<file path="config.mk">
export PLATFORM = sky130hd
export DESIGN_NAME = uart_mmio_port
export DESIGN_NICKNAME = d
export VERILOG_FILES = /design/src/rtl/uart_mmio_port.sv
export SDC_FILE = /design/constraint.sdc
export NUM_CORES = 1
export LEC_CHECK = 0
export CAP_MARGIN = 25
export CORE_MARGIN = 4
export CORE_UTILIZATION = 49
export CTS_CLUSTER_DIAMETER = 200
export DETAILED_ROUTE_END_ITERATION = 10
export HOLD_SLACK_MARGIN = 0.1
export PLACE_DENSITY = 0.75
export SYNTH_ARGS = -nofsm -noshare
export SYNTH_HDL_FRONTEND = slang
export SYNTH_SLANG_ARGS = --single-unit
</file>
<file path="constraint.sdc">
create_clock -name clock -period 2.2 [get_ports clock]
set_input_delay 0.33 -clock clock [delete_from_list [all_inputs] [get_ports clock]]
set_output_delay 0.33 -clock clock [all_outputs]
set_load 0.1 [all_outputs]
</file>
<file path="src/rtl/uart_mmio_port.sv">
// uart_mmio_port: MMIO register window over a TX byte FIFO feeding serial_out_*
// and an RX byte FIFO filled from serial_in_*.
module uart_mmio_port #(
  parameter int TX_DEPTH = 8,
  parameter int RX_DEPTH = 8,
  parameter int ADDR_W   = 4
) (
  input  logic              clock,
  input  logic              reset,
  input  logic              req_valid,
  input  logic              req_write,
  input  logic [ADDR_W-1:0] req_addr,
  input  logic [31:0]       req_wdata,
  output logic              resp_valid,
  output logic [31:0]       resp_rdata,
  output logic              serial_out_valid,
  input  logic              serial_out_ready,
  output logic [7:0]        serial_out_bits,
  input  logic              serial_in_valid,
  output logic              serial_in_ready,
  input  logic [7:0]        serial_in_bits,
  output logic              irq
);
  localparam int TX_AW = $clog2(TX_DEPTH);
  localparam int RX_AW = $clog2(RX_DEPTH);
  localparam logic [TX_AW:0] TX_FULL_CNT = TX_DEPTH[TX_AW:0];
  localparam logic [RX_AW:0] RX_FULL_CNT = RX_DEPTH[RX_AW:0];

  localparam logic [1:0] REG_TXDATA = 2'd0;
  localparam logic [1:0] REG_RXDATA = 2'd1;
  localparam logic [1:0] REG_STATUS = 2'd2;
  localparam logic [1:0] REG_CTRL   = 2'd3;

  logic [1:0] reg_sel;
  logic       wr_txdata, wr_status, wr_ctrl, rd_rxdata;

  assign reg_sel   = req_addr[3:2];
  assign wr_txdata = req_valid &  req_write & (reg_sel == REG_TXDATA);
  assign wr_status = req_valid &  req_write & (reg_sel == REG_STATUS);
  assign wr_ctrl   = req_valid &  req_write & (reg_sel == REG_CTRL);
  assign rd_rxdata = req_valid & ~req_write & (reg_sel == REG_RXDATA);

  logic unused_bits;
  assign unused_bits = ^{req_addr, req_wdata};

  // TX FIFO
  logic [7:0]       tx_mem [TX_DEPTH];
  logic [TX_AW-1:0] tx_wr_ptr, tx_rd_ptr;
  logic [TX_AW:0]   tx_count;
  logic             tx_full, tx_empty, tx_push, tx_pop, tx_ovf_set;

  assign tx_full    = (tx_count == TX_FULL_CNT);
  assign tx_empty   = (tx_count == '0);
  assign tx_push    = wr_txdata & ~tx_full;
  assign tx_ovf_set = wr_txdata &  tx_full;
  assign tx_pop     = ~tx_empty & serial_out_ready;

  assign serial_out_valid = ~tx_empty;
  assign serial_out_bits  = tx_empty ? 8'h00 : tx_mem[tx_rd_ptr];

  always_ff @(posedge clock) begin
    if (tx_push) tx_mem[tx_wr_ptr] <= req_wdata[7:0];
  end

  always_ff @(posedge clock or posedge reset) begin
    if (reset) begin
      tx_wr_ptr <= '0;
      tx_rd_ptr <= '0;
      tx_count  <= '0;
    end else begin
      if (tx_push) tx_wr_ptr <= tx_wr_ptr + TX_AW'(1);
      if (tx_pop)  tx_rd_ptr <= tx_rd_ptr + TX_AW'(1);
      case ({tx_push, tx_pop})
        2'b10:   tx_count <= tx_count + 1'b1;
        2'b01:   tx_count <= tx_count - 1'b1;
        default: tx_count <= tx_count;
      endcase
    end
  end

  // RX FIFO; ready is held low while reset is asserted so nothing is captured
  logic [7:0]       rx_mem [RX_DEPTH];
  logic [RX_AW-1:0] rx_wr_ptr, rx_rd_ptr;
  logic [RX_AW:0]   rx_count;
  logic             rx_full, rx_empty, rx_push, rx_pop;
  logic [7:0]       rx_head;

  assign rx_full         = (rx_count == RX_FULL_CNT);
  assign rx_empty        = (rx_count == '0);
  assign serial_in_ready = ~rx_full & ~reset;
  assign rx_push         = serial_in_valid & serial_in_ready;
  assign rx_pop          = rd_rxdata & ~rx_empty;
  assign rx_head         = rx_mem[rx_rd_ptr];

  always_ff @(posedge clock) begin
    if (rx_push) rx_mem[rx_wr_ptr] <= serial_in_bits;
  end

  always_ff @(posedge clock or posedge reset) begin
    if (reset) begin
      rx_wr_ptr <= '0;
      rx_rd_ptr <= '0;
      rx_count  <= '0;
    end else begin
      if (rx_push) rx_wr_ptr <= rx_wr_ptr + RX_AW'(1);
      if (rx_pop)  rx_rd_ptr <= rx_rd_ptr + RX_AW'(1);
      case ({rx_push, rx_pop})
        2'b10:   rx_count <= rx_count + 1'b1;
        2'b01:   rx_count <= rx_count - 1'b1;
        default: rx_count <= rx_count;
      endcase
    end
  end

  // Register file: read mux, sticky overflow, interrupt enables
  logic        tx_ovf;
  logic [1:0]  ctrl;
  logic [31:0] rdata;

  always_comb begin
    rdata = '0;
    case (reg_sel)
      REG_RXDATA: if (!rx_empty) rdata = {23'b0, 1'b1, rx_head};
      REG_STATUS: rdata = {8'b0, 8'(tx_count), 8'(rx_count), 3'b0,
                           tx_ovf, rx_full, ~rx_empty, tx_empty, tx_full};
      REG_CTRL:   rdata = {30'b0, ctrl};
      default:    rdata = '0;
    endcase
  end

  always_ff @(posedge clock or posedge reset) begin
    if (reset) begin
      resp_valid <= 1'b0;
      resp_rdata <= '0;
      tx_ovf     <= 1'b0;
      ctrl       <= '0;
      irq        <= 1'b0;
    end else begin
      resp_valid <= req_valid;
      resp_rdata <= (req_valid & ~req_write) ? rdata : '0;
      if (tx_ovf_set)                   tx_ovf <= 1'b1;
      else if (wr_status & req_wdata[4]) tx_ovf <= 1'b0;
      if (wr_ctrl) ctrl <= req_wdata[1:0];
      irq <= (~rx_empty & ctrl[0]) | (tx_empty & ctrl[1]);
    end
  end

endmodule

</file>
==> summary.txt, run 1 <==
Outcome
  • Outcome: finished, violations left
  • Failing checks: negative setup slack

Route
  • Final ANT Viol Nets: 0
  • Vias: 3,694
  • Remaining routing DRC violations: 0
  • Total Wirelength: 12.9 mm
  • Vias per cell: 5.30
  • Initial DRT Pass Iterations: 4
  • Wirelength per Cell: 18.6 um
  • DRT iter0 DRCs: 215

Global routing
  • Pin count of the biggest net entering global routing: 42
  • First-pass GRT wire length: 20.3 mm
  • Global route overflow: 0
  • GRT Total Usage: 0.169
  • Vias in the first global route: 3,874
  • Initial antenna violation count: 0

Power
  • Total power: 11.6 mW
  • Reg power frac: 0.363
  • Clk network pwr share: 0.237
  • Internal: 7.47 mW
  • Sw frac: 0.355
  • Combinational fraction of design power: 0.400
  • Pwr dens: 1330 nW/um^2
  • Leak: 3.27 nW
  • Psw: 4.10 mW
  • Peak VDD IR: 0.669 mV

Placement
  • HPWL Detailed: 8.59 mm
  • Port Buffers: 51
  • Final Wtd Congestion: 0.773
  • Pre-CTS WS: -0.203 ns
  • DP Area: 8060 sq um
  • Placed Cells: 659

Cells and area
  • Nets: 567
  • Layout cell share with drive strength beyond 1: 0.352
  • Finished Cell Area: 8720 sq um
  • # diodes: 0
  • Non-Filler Instances: 697
  • Filler instances: 971
  • Synth-to-Final Area Change: 25.9%

Timing
  • Setup Viol. Count Final: 8
  • Hold Fails Final Rpt: 0
  • Max_slew headroom: 0.596
  • Skew final: 0.00697 ns
  • Final setup margin: -0.0917 ns
  • Period utilization: 1.04
  • Setup TNS: -0.498 ns
  • Period minus WS final: 2.29 ns
  • Max Freq: 0.436 GHz
  • Final count of pins violating max slew: 0
  • Actual slew at the worst max-slew pin: 0.606 ns
  • RSZ-0062 raised after global routing: yes

Setup path
  • CP required: 1.87 ns
  • CP max FO: 9
  • Kind of critical path: reg2out
  • CP Capture Type: primary output
  • Startpoint types: flip-flop
  • Worst Setup SP: tx_rd_ptr[0]$_DFFE_PP0P_
  • Critical path arrival: 1.96 ns
  • RR Startpoint: tx_count[0]$_DFFE_PP0P_

Floorplanning
  • Die Y-Extent: 127 um
  • Chip width: 127 um
  • IO Count: 94
  • DIE AREA: 16,100 sq um
  • Initial Util: 0.499
  • Core ar.: 13,900 sq um
  • Num rows: 43

Synth
  • Distinct cells, synth: 43
  • YS warnings: 0
  • Synth Instances: 394
  • Yosys reg bits: 169
  • EDFF count, synth: 128
  • Post-synthesis sequential area ratio: 0.703
  • Async set-reset flop share out of synthesis: 0.243
  • Syn avg cell area: 17.6 sq um
  • Primary FF master, synth: edfxtp_1
  • Mapped Area: 6930 sq um

Flow run
  • Maximum capacitance violations: 0

CTS
  • Num Clock Sinks: 169
  • CTS Buf Count: 17
  • CTS tree: built
  • H-tree depth: 4
  • Clk buf depth: 2
  • CTS clk-pin slew, worst paths: 0.06 ns
  • Clk_lat worst skew: 0.42 ns
  • Root Driver: clkbuf_16

Worst hold path
  • Hold Crit Class: in2async
registers in the layout, summed over array words and instances (netlist names):
register / flops
tx_rd_ptr: 3
ctrl: 2
rx_mem: 64
irq: 1
rx_count: 4
tx_ovf: 1
rx_wr_ptr: 3
resp_valid: 1
tx_mem: 64
tx_count: 4
tx_wr_ptr: 3
resp_rdata: 16
rx_rd_ptr: 3
cells by family (layout without fill, tap and decap cells):
group / after synthesis / after routing / share of synthesized area
DFF: 169 / 169 / 0.703
xor gates and xnor gates: 18 / 18 / 0.0227
muxes: 56 / 56 / 0.142
other: 1 / 16 / 0.000541
adders and majority gates: 10 / 10 / 0.0181
buffers and inverters: 40 / 148 / 0.0345
and+or+nand+nor: 80 / 80 / 0.0628
AOI/OAI and AO/OA: 20 / 20 / 0.0164
critical path, stage by stage (launching register included):
cell     delay (ns)
dfrtp_2        0.41
buf_12         0.16
mux4_2         0.52
mux2i_2        0.21
nor2_2         0.07
buf_12         0.17
through the flow:
stage                     hold WS, ns   util
after floorplan                 0.361      -
after global placement          0.500  0.581
after detailed placement        0.517  0.581
after CTS                       0.415  0.621
after global routing            0.432  0.629
final                           0.412  0.629
Yosys cell counts (all sizes together) (2+ instances only):
cell,n,area share
nor4b,2,0.0034
mux4,32,0.11
inv,8,0.0043
nand3b,3,0.0032
nor2,24,0.013
buf,28,0.028
nand2,16,0.0090
clkbuf,3,0.0020
dfrtp,41,0.15
edfxtp,128,0.55
nor2b,3,0.0027
mux2,8,0.013
xor2,10,0.013
nand2b,7,0.0063
mux2i,16,0.023
o21ai,6,0.0043
nand3,3,0.0022
and2,8,0.0072
nor3,9,0.0072
nor4,3,0.0058
ha,10,0.018
xnor2,8,0.010
o22ai,2,0.0018
a21oi,8,0.0058
power groups by stage:
stage,registers [mW],logic [mW],clock network (mW)
floorplan,4.27,3.06,0
global placement,4.24,4.36,0
detailed placement,4.26,4.44,0
CTS,4.21,4.48,2.78
global route,4.26,4.90,2.96
finish,4.20,4.63,2.74
path summary, 6_finish.rpt:
path / slack (ns) / endpoint / cells after the start
setup / recovery: -0.09 / serial_out_bits[1] / 5
hold / removal: 0.41 / resp_rdata[4]$_DFF_PP0_ / 4
setup reg to reg: 0.04 / tx_count[2]$_DFFE_PP0P_ / 11
hold reg to reg: 0.52 / tx_count[3]$_DFFE_PP0P_ / 1
max in group asynchronous: 1.57 / tx_count[0]$_DFFE_PP0P_ / 4
min in group clock: 0.52 / tx_count[3]$_DFFE_PP0P_ / 1
cells in the final DEF, fill, tap and decap left out, types with 4 or more instances in the layout:
cell type / synthesis / final
nor3_1: 8 / 7
dfrtp_2: 0 / 6
xor2_1: 10 / 10
dfrtp_1: 41 / 35
mux4_2: 28 / 28
edfxtp_1: 128 / 128
mux2i_1: 16 / 14
ha_1: 10 / 5
xnor2_1: 8 / 8
mux4_1: 4 / 4
buf_4: 19 / 73
nor2_1: 24 / 16
nand2b_1: 7 / 6
nand2_1: 15 / 15
clkdlybuf4s50_1: 0 / 23
conb_1: 1 / 16
clkbuf_16: 0 / 18
inv_1: 7 / 5
o21ai_0: 6 / 6
ha_2: 0 / 4
a21oi_1: 8 / 5
mux2_2: 8 / 8
and2_1: 8 / 8
buf_12: 0 / 13
nor2_2: 0 / 8
clkinv_1: 1 / 5
routing by layer:
metal  track usage  routed length, um  share of wire
met5             0                  0              0
met4        0.0524                127         0.0098
met3        0.0493                636          0.049
met2         0.300               7140           0.55
met1         0.198               5040           0.39
what timing repair did:
item / in CTS / in global routing
gates resized for setup: 2 / 8
setup buffers: 1 / 7
endpoints found under the setup margin: 8 / 10
pin swaps: 0 / 4
cloned: 0 / 1
hold buffers: 0 / 0
cell type report:
cell class	count	area, sq um	share of cell area
Inverter	9	47.5	0.00545
Timing Repair Buffer	110	1060	0.122
Multi-Input combinational cell	200	1970	0.226
Sequential cell	169	4880	0.559
Tap cell	180	225	0.0258
Clock buffer	19	433	0.0496
Clock inverter	10	106	0.0122
Power figures use the tool's default switching activity.
==> run 2: changes to the inputs <==
Settings changed: ABC_AREA set to 1, CORE_UTILIZATION 49 to 50, PLACE_DENSITY 0.75 to 0.82.
==> run 2 against run 1 <==
- the flow still finishes with violations (negative setup slack)
- clock-buffer cell count fell by 1
- sequential share of layout area fell by 0.96 points
- combinational power increased by 19%
- critical path type unchanged
- setup slack improved by 0.070 ns
- sequential power is 1% lower
- routed wire length up 25%
- global-route usage grew 3.2 points
- critical path depth increased by 3
==> summary.txt, run 2 <==
Synth
  • Primary FF master, synth: edfxtp_1
  • Async set-reset flop share out of synthesis: 0.243
  • Syn avg cell area: 11.0 sq um
  • Synth area leader: edfxtp_1
  • Synth area leaders: edfxtp_1 53%, dfrtp_1 14%, nor2_1 5.6%
  • Synth Instances: 659
  • Count leader, synth: edfxtp_1
  • EDFF count, synth: 128
  • Synth top area share: 0.532
  • YS warnings: 0
  • Distinct cells, synth: 32
  • Mapped Area: 7230 sq um
  • Yosys reg bits: 169
  • Commonest cells post-synth: 128 x edfxtp_1, 107 x nor2_1, 95 x nand2_1
  • Post-synthesis sequential area ratio: 0.673

Cells and area
  • Most frequent cells in the layout: 128 x edfxtp_1, 94 x nand2_1, 93 x nor2_1, 57 x buf_4, 48 x inv_1
  • Largest registers: rx_mem x64, tx_mem x64, resp_rdata x16
  • Commonest non-fill, non-tap cell in the layout: edfxtp_1
  • Filler instances: 985
  • Final core area utilization: 0.632
  • Nets: 806
  • Non-Filler Instances: 939
  • Synth-to-Final Area Change: 22.7%
  • # diodes: 0
  • Layout cell share with drive strength beyond 1: 0.196

Power
  • Reg power frac: 0.333
  • Sw frac: 0.430
  • Leak: 3.55 nW
  • Combinational fraction of design power: 0.440
  • Psw: 5.38 mW
  • Clk network pwr share: 0.227
  • Pwr dens: 1410 nW/um^2
  • Peak VDD IR: 0.867 mV
  • Internal: 7.12 mW

Global routing
  • Pin count of the biggest net entering global routing: 42
  • Vias in the first global route: 5,281
  • First-pass GRT wire length: 25.2 mm
  • Global route overflow: 0
  • GRT Total Usage: 0.201
  • Initial antenna violation count: 0

CTS
  • Post-CTS setup buffers: 0
  • Clk buf depth: 2
  • CTS tree: built
  • Root Driver: clkbuf_16
  • H-tree depth: 4
  • CTS Buf Count: 17
  • Num Clock Sinks: 169
  • CTS clk-pin slew, worst paths: 0.07 ns
  • Clk_lat worst skew: 0.43 ns

Placement
  • Placed Cells: 907
  • Port Buffers: 51
  • Final Wtd Congestion: 0.849
  • Pre-CTS WS: -0.241 ns
  • HPWL Detailed: 10.4 mm

Timing
  • Period utilization: 1.01
  • Hold Fails Final Rpt: 0
  • Setup TNS: -0.0221 ns
  • Period minus WS final: 2.22 ns
  • Setup Viol. Count Final: 1
  • RSZ-0062 raised after global routing: yes
  • Final setup margin: -0.0221 ns
  • Actual slew at the worst max-slew pin: 0.669 ns
  • Max_slew headroom: 0.554
  • Final count of pins violating max slew: 0
  • Skew final: 0.0103 ns
  • Max Freq: 0.450 GHz

Route
  • Total Wirelength: 16.2 mm
  • Remaining routing DRC violations: 0
  • Vias: 5,132
  • Initial DRT Pass Iterations: 5
  • DRT iter0 DRCs: 424
  • Vias per cell: 5.47
  • Final ANT Viol Nets: 0
  • Wirelength per Cell: 17.2 um

Outcome
  • Outcome: finished, violations left
  • Failing checks: negative setup slack

Setup path
  • Kind of critical path: reg2out
  • CP max FO: 13
  • CP required: 1.87 ns
  • Worst R2R End: rx_count[2]$_DFFE_PP0P_
  • CP top delay family: flip-flops
  • Critical path arrival: 1.89 ns
  • CP Buf/Inv Count: 2
  • Cell repeated most along the worst path: o21ai_1
  • Startpoint types: flip-flop
  • Reg2reg path depth: 11
  • Reg2reg setup slack: 0.16 ns
  • RR Startpoint: rx_count[1]$_DFFE_PP0P_
  • Crit-path cells: buf_6 > nor2_1 > nor2_1 > o21ai_1 > o21ai_1 > o21ai_1 > nor2_4 > buf_12
  • CP Capture Type: primary output
  • Critical path's largest stage delay: 0.46 ns
  • CP max-delay cell: dfrtp_2

Flow run
  • Maximum capacitance violations: 0

Floorplanning
  • IO Count: 94
  • DIE AREA: 16,400 sq um
  • Die Y-Extent: 128 um
  • Num rows: 43
  • Core ar.: 14,000 sq um
  • Initial Util: 0.515
  • Chip width: 128 um

Worst hold path
  • Hold path cells: 1
  • Min-delay src: req_valid
  • Hold Crit Class: in2reg
  • Hold endpoint: resp_valid$_DFF_PP0_
-- run 2: changes by cell type after synthesis, sizes merged, moves of 4 or more --
cell | previous run | this run
and2 | 8 | 0
buf | 28 | 38
inv | 8 | 57
mux2 | 8 | 0
mux2i | 16 | 0
mux4 | 32 | 0
nand2 | 16 | 97
nand2b | 7 | 0
nand3 | 3 | 33
nor2 | 24 | 113
nor3 | 9 | 15
o21ai | 6 | 89
xnor2 | 8 | 4
-- run 2: logic make-up after synthesis --
group | count (synthesis) | synth area share
other cells | 1 | 0.000519
buf+inv | 98 | 0.0651
flops | 169 | 0.673
xor+xnor | 13 | 0.0157
compound gates | 106 | 0.0760
simple gates | 262 | 0.152
fa+ha+maj | 10 | 0.0173
-- run 2: what timing repair did --
action | CTS | global route
hold buffers | 0 | 0
pin swaps | 0 | 3
setup endpoints to repair | 8 | 10
resized for setup | 3 | 23
-- run 2: worst max-delay path by stage --
stage                             start                       to  cells past startpoint
2_1_floorplan                     reset  rx_count[2]$_DFFE_PP0P_                     10
3_3_place_gp                  req_valid  tx_count[2]$_DFFE_PP0P_                     11
3_5_place_dp                  req_valid  tx_count[2]$_DFFE_PP0P_                     11
4_1_cts        tx_rd_ptr[0]$_DFFE_PP0P_       serial_out_bits[3]                      8
5_1_grt        tx_rd_ptr[0]$_DFFE_PP0P_       serial_out_bits[0]                      8
6_report       tx_rd_ptr[0]$_DFFE_PP0P_       serial_out_bits[4]                      8
-- run 2: metal layers --
metal | track usage | vias up | wire length (um)
met4 | 0.102 | 0 | 390
met1 | 0.225 | 2480 | 6160
met2 | 0.359 | 231 | 8690
met3 | 0.0433 | 48 | 933
met5 | 0 | - | 0
li1 | - | 2373 | -
-- run 2: area by class of cell --
cell class	instances	area, sq um	share of cell area
clock buffer	18	429	0.0484
clock inverter	14	140	0.0158
inverter	58	231	0.0261
multi-input combinational	407	2080	0.234
sequential	169	4870	0.549
tap	180	225	0.0254
timing repair buffer	93	896	0.101
-- run 2: metrics by stage --
| stage | power, mW | hold WS [ns] | cell area, sq um |
|---|---|---|---|
| 2_1_floorplan | 7.96 | 0.331 | 7370 |
| 5_1_grt | 13.1 | 0.461 | 8870 |
| 3_3_place_gp | 9.25 | 0.472 | 8230 |
| 4_1_cts | 12.4 | 0.448 | 8810 |
| 3_5_place_dp | 9.47 | 0.498 | 8230 |
| 6_report | 12.5 | 0.481 | 8870 |
-- run 2: worst reg2reg max path, stage by stage (launching register included) --
cell     delay [ns]
dfrtp_1        0.44
nor2_2         0.17
nand3_1        0.17
nand3_4        0.16
ha_4           0.15
nand2_1        0.04
inv_1          0.07
nor2_1         0.05
ha_1           0.19
a21oi_1        0.22
xor2_1         0.16
o21ai_0        0.09
-- run 2: power by group through the flow --
stage	clock (mW)	combinational [mW]	sequential (mW)
finish	2.84	5.49	4.16
global route	3.01	5.87	4.19
CTS	2.87	5.38	4.11
detailed placement	0	5.31	4.16
global placement	0	5.12	4.13
floorplan	0	3.72	4.24
==> run 3: changes to the inputs <==
Settings changed: CORE_UTILIZATION 50 to 51, DONT_BUFFER_PORTS set to 1, PLACE_DENSITY 0.82 to 0.75.
==> run 3 against run 2 <==
- the run now ends clean
- clock-buffer cell count is 1 higher
- utilization is essentially flat
- combinational power increased by 0.9%
- die area is 1.8% lower
- first-iteration DRC count up 6.4%
- register-to-register slack about the same
- global-route usage decreased by 0.94 points
- critical path depth unchanged
- cell count decreased by 1.4%
==> summary.txt, run 3 (same netlist as run 2, synthesis figures left out) <==
Route
  • Wirelength per Cell: 16.3 um
  • Vias: 4,925
  • Remaining routing DRC violations: 0
  • Initial DRT Pass Iterations: 5
  • DRT iter0 DRCs: 451
  • Vias per cell: 5.32
  • Final ANT Viol Nets: 0
  • Total Wirelength: 15.1 mm

Timing
  • Final setup margin: 0.0122 ns
  • Period minus WS final: 2.19 ns
  • Hold Fails Final Rpt: 0
  • RSZ-0062 raised after global routing: yes
  • Actual slew at the worst max-slew pin: 0.520 ns
  • Max_slew headroom: 0.654
  • Final count of pins violating max slew: 0
  • Setup Viol. Count Final: 0
  • Max Freq: 0.457 GHz
  • Period utilization: 0.994
  • Skew final: 0.00740 ns

Floorplanning
  • Initial Util: 0.521
  • IO Count: 94
  • Core ar.: 13,900 sq um
  • Num rows: 43
  • DIE AREA: 16,100 sq um
  • Die Y-Extent: 127 um
  • Chip width: 127 um

Worst hold path
  • Hold path cells: 2
  • Min-delay src: req_valid
  • Hold endpoint: resp_rdata[2]$_DFF_PP0_
  • Hold Crit Class: in2reg

Setup path
  • Critical path arrival: 1.86 ns
  • Startpoint types: flip-flop
  • Kind of critical path: reg2out
  • RR Startpoint: tx_count[0]$_DFFE_PP0P_
  • Worst R2R End: tx_count[2]$_DFFE_PP0P_
  • CP Capture Type: primary output
  • CP max FO: 6
  • Reg2reg path depth: 12
  • Reg2reg setup slack: 0.16 ns
  • CP required: 1.87 ns

Cells and area
  • # diodes: 0
  • Synth-to-Final Area Change: 21.2%
  • Finished Cell Area: 8760 sq um
  • Most frequent cells in the layout: 128 x edfxtp_1, 95 x nor2_1, 94 x nand2_1, 48 x inv_1
  • Commonest non-fill, non-tap cell in the layout: edfxtp_1
  • Nets: 793
  • Filler instances: 1,015
  • Layout cell share with drive strength beyond 1: 0.173
  • Largest registers: rx_mem x64, tx_mem x64, resp_rdata x16

Power
  • Total power: 12.4 mW
  • Peak VDD IR: 0.879 mV
  • Leak: 3.50 nW
  • Pwr dens: 1420 nW/um^2

CTS
  • CTS clk-pin slew, worst paths: 0.06 ns
  • H-tree depth: 4
  • Root Driver: clkbuf_16
  • CTS tree: built
  • Num Clock Sinks: 169
  • Clk_lat worst skew: 0.42 ns
  • CTS Buf Count: 17
  • Clk buf depth: 2

Placement
  • HPWL Detailed: 9.46 mm
  • Pre-CTS WS: 0.148 ns
  • DP Area: 7860 sq um
  • Port Buffers: 0
  • Final Wtd Congestion: 0.816

Outcome
  • Outcome: finished, final reports clean

Global routing
  • Global route overflow: 0
  • Vias in the first global route: 4,734
  • GRT Total Usage: 0.192
  • Initial antenna violation count: 0
  • Pin count of the biggest net entering global routing: 42
  • First-pass GRT wire length: 23.9 mm

Flow run
  • Maximum capacitance violations: 0
-- run 3: cell types whose count changed in the layout (fill, tap and decap cells not counted), sizes merged --
cell	previous run	this run
inv	61	57
clkinv	5	9
buf	70	57
bufinv	1	2
dlygate4sd3	0	22
clkbuf	18	19
clkdlybuf4s50	23	0
dlymetal6s2s	0	1
clkinvlp	5	3
-- run 3: critical path, cell delays in order, from the launching register on --
cell and delay [ns]:
dfrtp_2 0.47, buf_4 0.17, nor2_1 0.10, nor2_1 0.06, o21ai_1 0.08, o21ai_1 0.12, o21ai_2 0.22, nor2_4 0.05
buf_12 0.16
-- run 3: worst max-delay path by stage --
stage	startpoint	to	depth (start not counted)
finish	tx_rd_ptr[0]$_DFFE_PP0P_	serial_out_bits[4]	8
global route	tx_rd_ptr[0]$_DFFE_PP0P_	serial_out_bits[2]	6
CTS	tx_rd_ptr[0]$_DFFE_PP0P_	serial_out_bits[6]	8
detailed placement	tx_count[0]$_DFFE_PP0P_	tx_count[2]$_DFFE_PP0P_	12
global placement	tx_count[0]$_DFFE_PP0P_	tx_count[2]$_DFFE_PP0P_	11
floorplan	reset	rx_count[2]$_DFFE_PP0P_	10
-- run 3: report_power, final --
group	total (mW)	leakage, nW	switching (mW)	internal (mW)
Combinational	5.54	1.56	3.75	1.79
Sequential	4.08	1.67	0.304	3.78
Clock	2.80	0.269	1.14	1.66
Total	12.4	3.50	5.19	7.23
-- run 3: metrics by stage --
| stage | cells | hold slack [ns] | setup TNS, ns | util |
|---|---|---|---|---|
| floorplan | 674 | 0.331 | -0.00521 | - |
| global placement | 869 | 0.362 | 0 | 0.567 |
| detailed placement | 869 | 0.362 | 0 | 0.567 |
| CTS | 922 | 0.106 | 0 | 0.624 |
| global route | 926 | 0.130 | -0.426 | 0.631 |
| finish | 926 | 0.122 | 0 | 0.631 |
-- run 3: area by class of cell --
class | count | area (sq um) | share of cell area
inverter | 58 | 230 | 0.0263
timing repair buffer | 80 | 793 | 0.0905
tap | 180 | 225 | 0.0257
sequential | 169 | 4870 | 0.556
clock buffer | 19 | 433 | 0.0494
multi-input combinational | 407 | 2080 | 0.238
clock inverter | 13 | 126 | 0.0144
-- run 3: layer usage --
| layer | wire length (um) | up-vias | track usage |
|---|---|---|---|
| met5 | 0 | - | 0 |
| met4 | 345 | 0 | 0.0782 |
| met3 | 904 | 34 | 0.0443 |
| met2 | 7760 | 190 | 0.323 |
| met1 | 6070 | 2355 | 0.240 |
| li1 | - | 2346 | - |
-- run 3: timing repair --
action	CTS	global route
resized for setup	9	20
hold buffers	21	1
setup endpoints to repair	8	11
hold endpoints to repair	174	1
buffers inserted	0	2
cloned	0	1
pin swaps	0	4
==> RTL change: new RTL, flow settings as in run 1 <==
Change the parameter `RX_DEPTH` from 8 to 4.
--- a/src/rtl/uart_mmio_port.sv
+++ b/src/rtl/uart_mmio_port.sv
@@ -2,7 +2,7 @@
 // and an RX byte FIFO filled from serial_in_*.
 module uart_mmio_port #(
   parameter int TX_DEPTH = 8,
-  parameter int RX_DEPTH = 8,
+  parameter int RX_DEPTH = 4,
   parameter int ADDR_W   = 4
 ) (
   input  logic              clock,
Formal check against the unedited RTL: not equivalent (a bounded check fails within 10 cycles, from zero or initial values and one cycle with reset high).
==> RTL change against run 1 <==
The flow still finishes with violations (negative setup slack). Routed wire length shrank 16%. Sequential power shrank 22%. Worst setup slack lost 0.028 ns. Area after synthesis shrank 21%. Total power shrank 9.7%. Sequential cell count shrank 36. First-iteration DRC count grew 5.1%. Maximum frequency shrank 1.2%. Design area shrank 16%. Largest power group unchanged.
==> RTL change: results (changes against run 1) <==
met2 Track Usage GR=31.07% (+1.1 points); commonest cells in the synthesized netlist=96 x edfxtp_1, 37 x dfrtp_1, 24 x mux4_2; drt wl/cell=18.44 um (-0.74%); fraction of layout cells with a size suffix above 1=39.87% (+4.7 points); Area after DPL=0.006620 mm^2 (-18%); Initial DRC Count=226 (+5.1%); NetSw=0.003881 W (-5.5%); cell count after synthesis=324 (-18%); vias post-DR=3067 (-17%); sequential share of power=31.5% (-4.8 points); first-pass GRT wire length=17.46 mm (-14%); DR WL met2=5.735 mm (-20%); overall power=0.01045 W (-9.7%); Final WS setup=-0.1200 ns (-0.02827 ns); Regs by FF count=tx_mem x64, rx_mem x32, resp_rdata x15; PortBufs=50 (-2.0%); post-DP HPWL=7.088 mm (-17%); Final nets=497 (-12%); WL met3=479 um (-25%); number of setup violations in the final report=9 (+1); placed insts=551 (-16%); failing checks=negative setup slack; largest net degree at the start of global routing=27 (-36%); final clock skew=0.01023 ns (+0.003268 ns); final setup TNS=-0.6833 ns (-0.1853 ns); status=finished with violations; leakage power=2.885 nW (-12%); Gate power share=41.6% (+1.6 points); vias in the first global route=3310 (-15%)
## RTL change: changes by cell type in the layout (fill, tap and decap cells not counted), moves of 4 or more
cell | run 1 | this run
clkinv_1 | 5 | 0
buf_4 | 73 | 69
edfxtp_1 | 128 | 96
inv_1 | 5 | 9
mux4_2 | 28 | 24
inv_6 | 0 | 4
and2_1 | 8 | 4
mux4_1 | 4 | 0
mux2i_1 | 14 | 3
nand2_1 | 15 | 11
mux2_2 | 8 | 4
and3_1 | 0 | 10
nor2_4 | 0 | 8
nor2_2 | 8 | 1
## RTL change: what timing repair did
item,4_1_cts,5_1_grt
setup buffers,1,4
pin swaps,0,6
cloned,0,1
setup endpoints to repair,10,11
gates resized for setup,8,7
## RTL change: cell families (layout without fill, tap and decap cells)
kind of cell    count (synthesis)  in the layout  share of synthesized area, %
simple gates                   70             70                         6.860
compound gates                 15             15                         1.795
fa+ha+maj                      11             11                         2.635
xor+xnor                       15             15                         2.385
flops                         133            133                         69.15
other cells                     1             17                       0.06809
mux                            38             38                         12.54
buf+inv                        41            150                         4.566
## RTL change: path summary, 6_finish.rpt
check	slack, ns	depth (start not counted)	end
worst max-delay path	-0.12	6	serial_out_bits[0]
worst min-delay path	0.45	4	ctrl[1]
worst max register to register	-0.01	10	tx_count[2]
worst min register to register	0.53	1	tx_count[3]
max in group asynchronous	1.40	4	tx_count[3]
min in group clock	0.53	1	tx_count[3]
## RTL change: area by class of cell
class | instances | area [um^2] | area share, %
clock buffers | 19 | 442.9 | 6.021
clock inverters | 13 | 148.9 | 2.024
repair buffers | 106 | 1033 | 14.05
inverters | 12 | 58.81 | 0.7995
multi-input cells | 166 | 1683 | 22.88
well taps | 140 | 175.2 | 2.381
flip-flops and latches | 133 | 3814 | 51.85
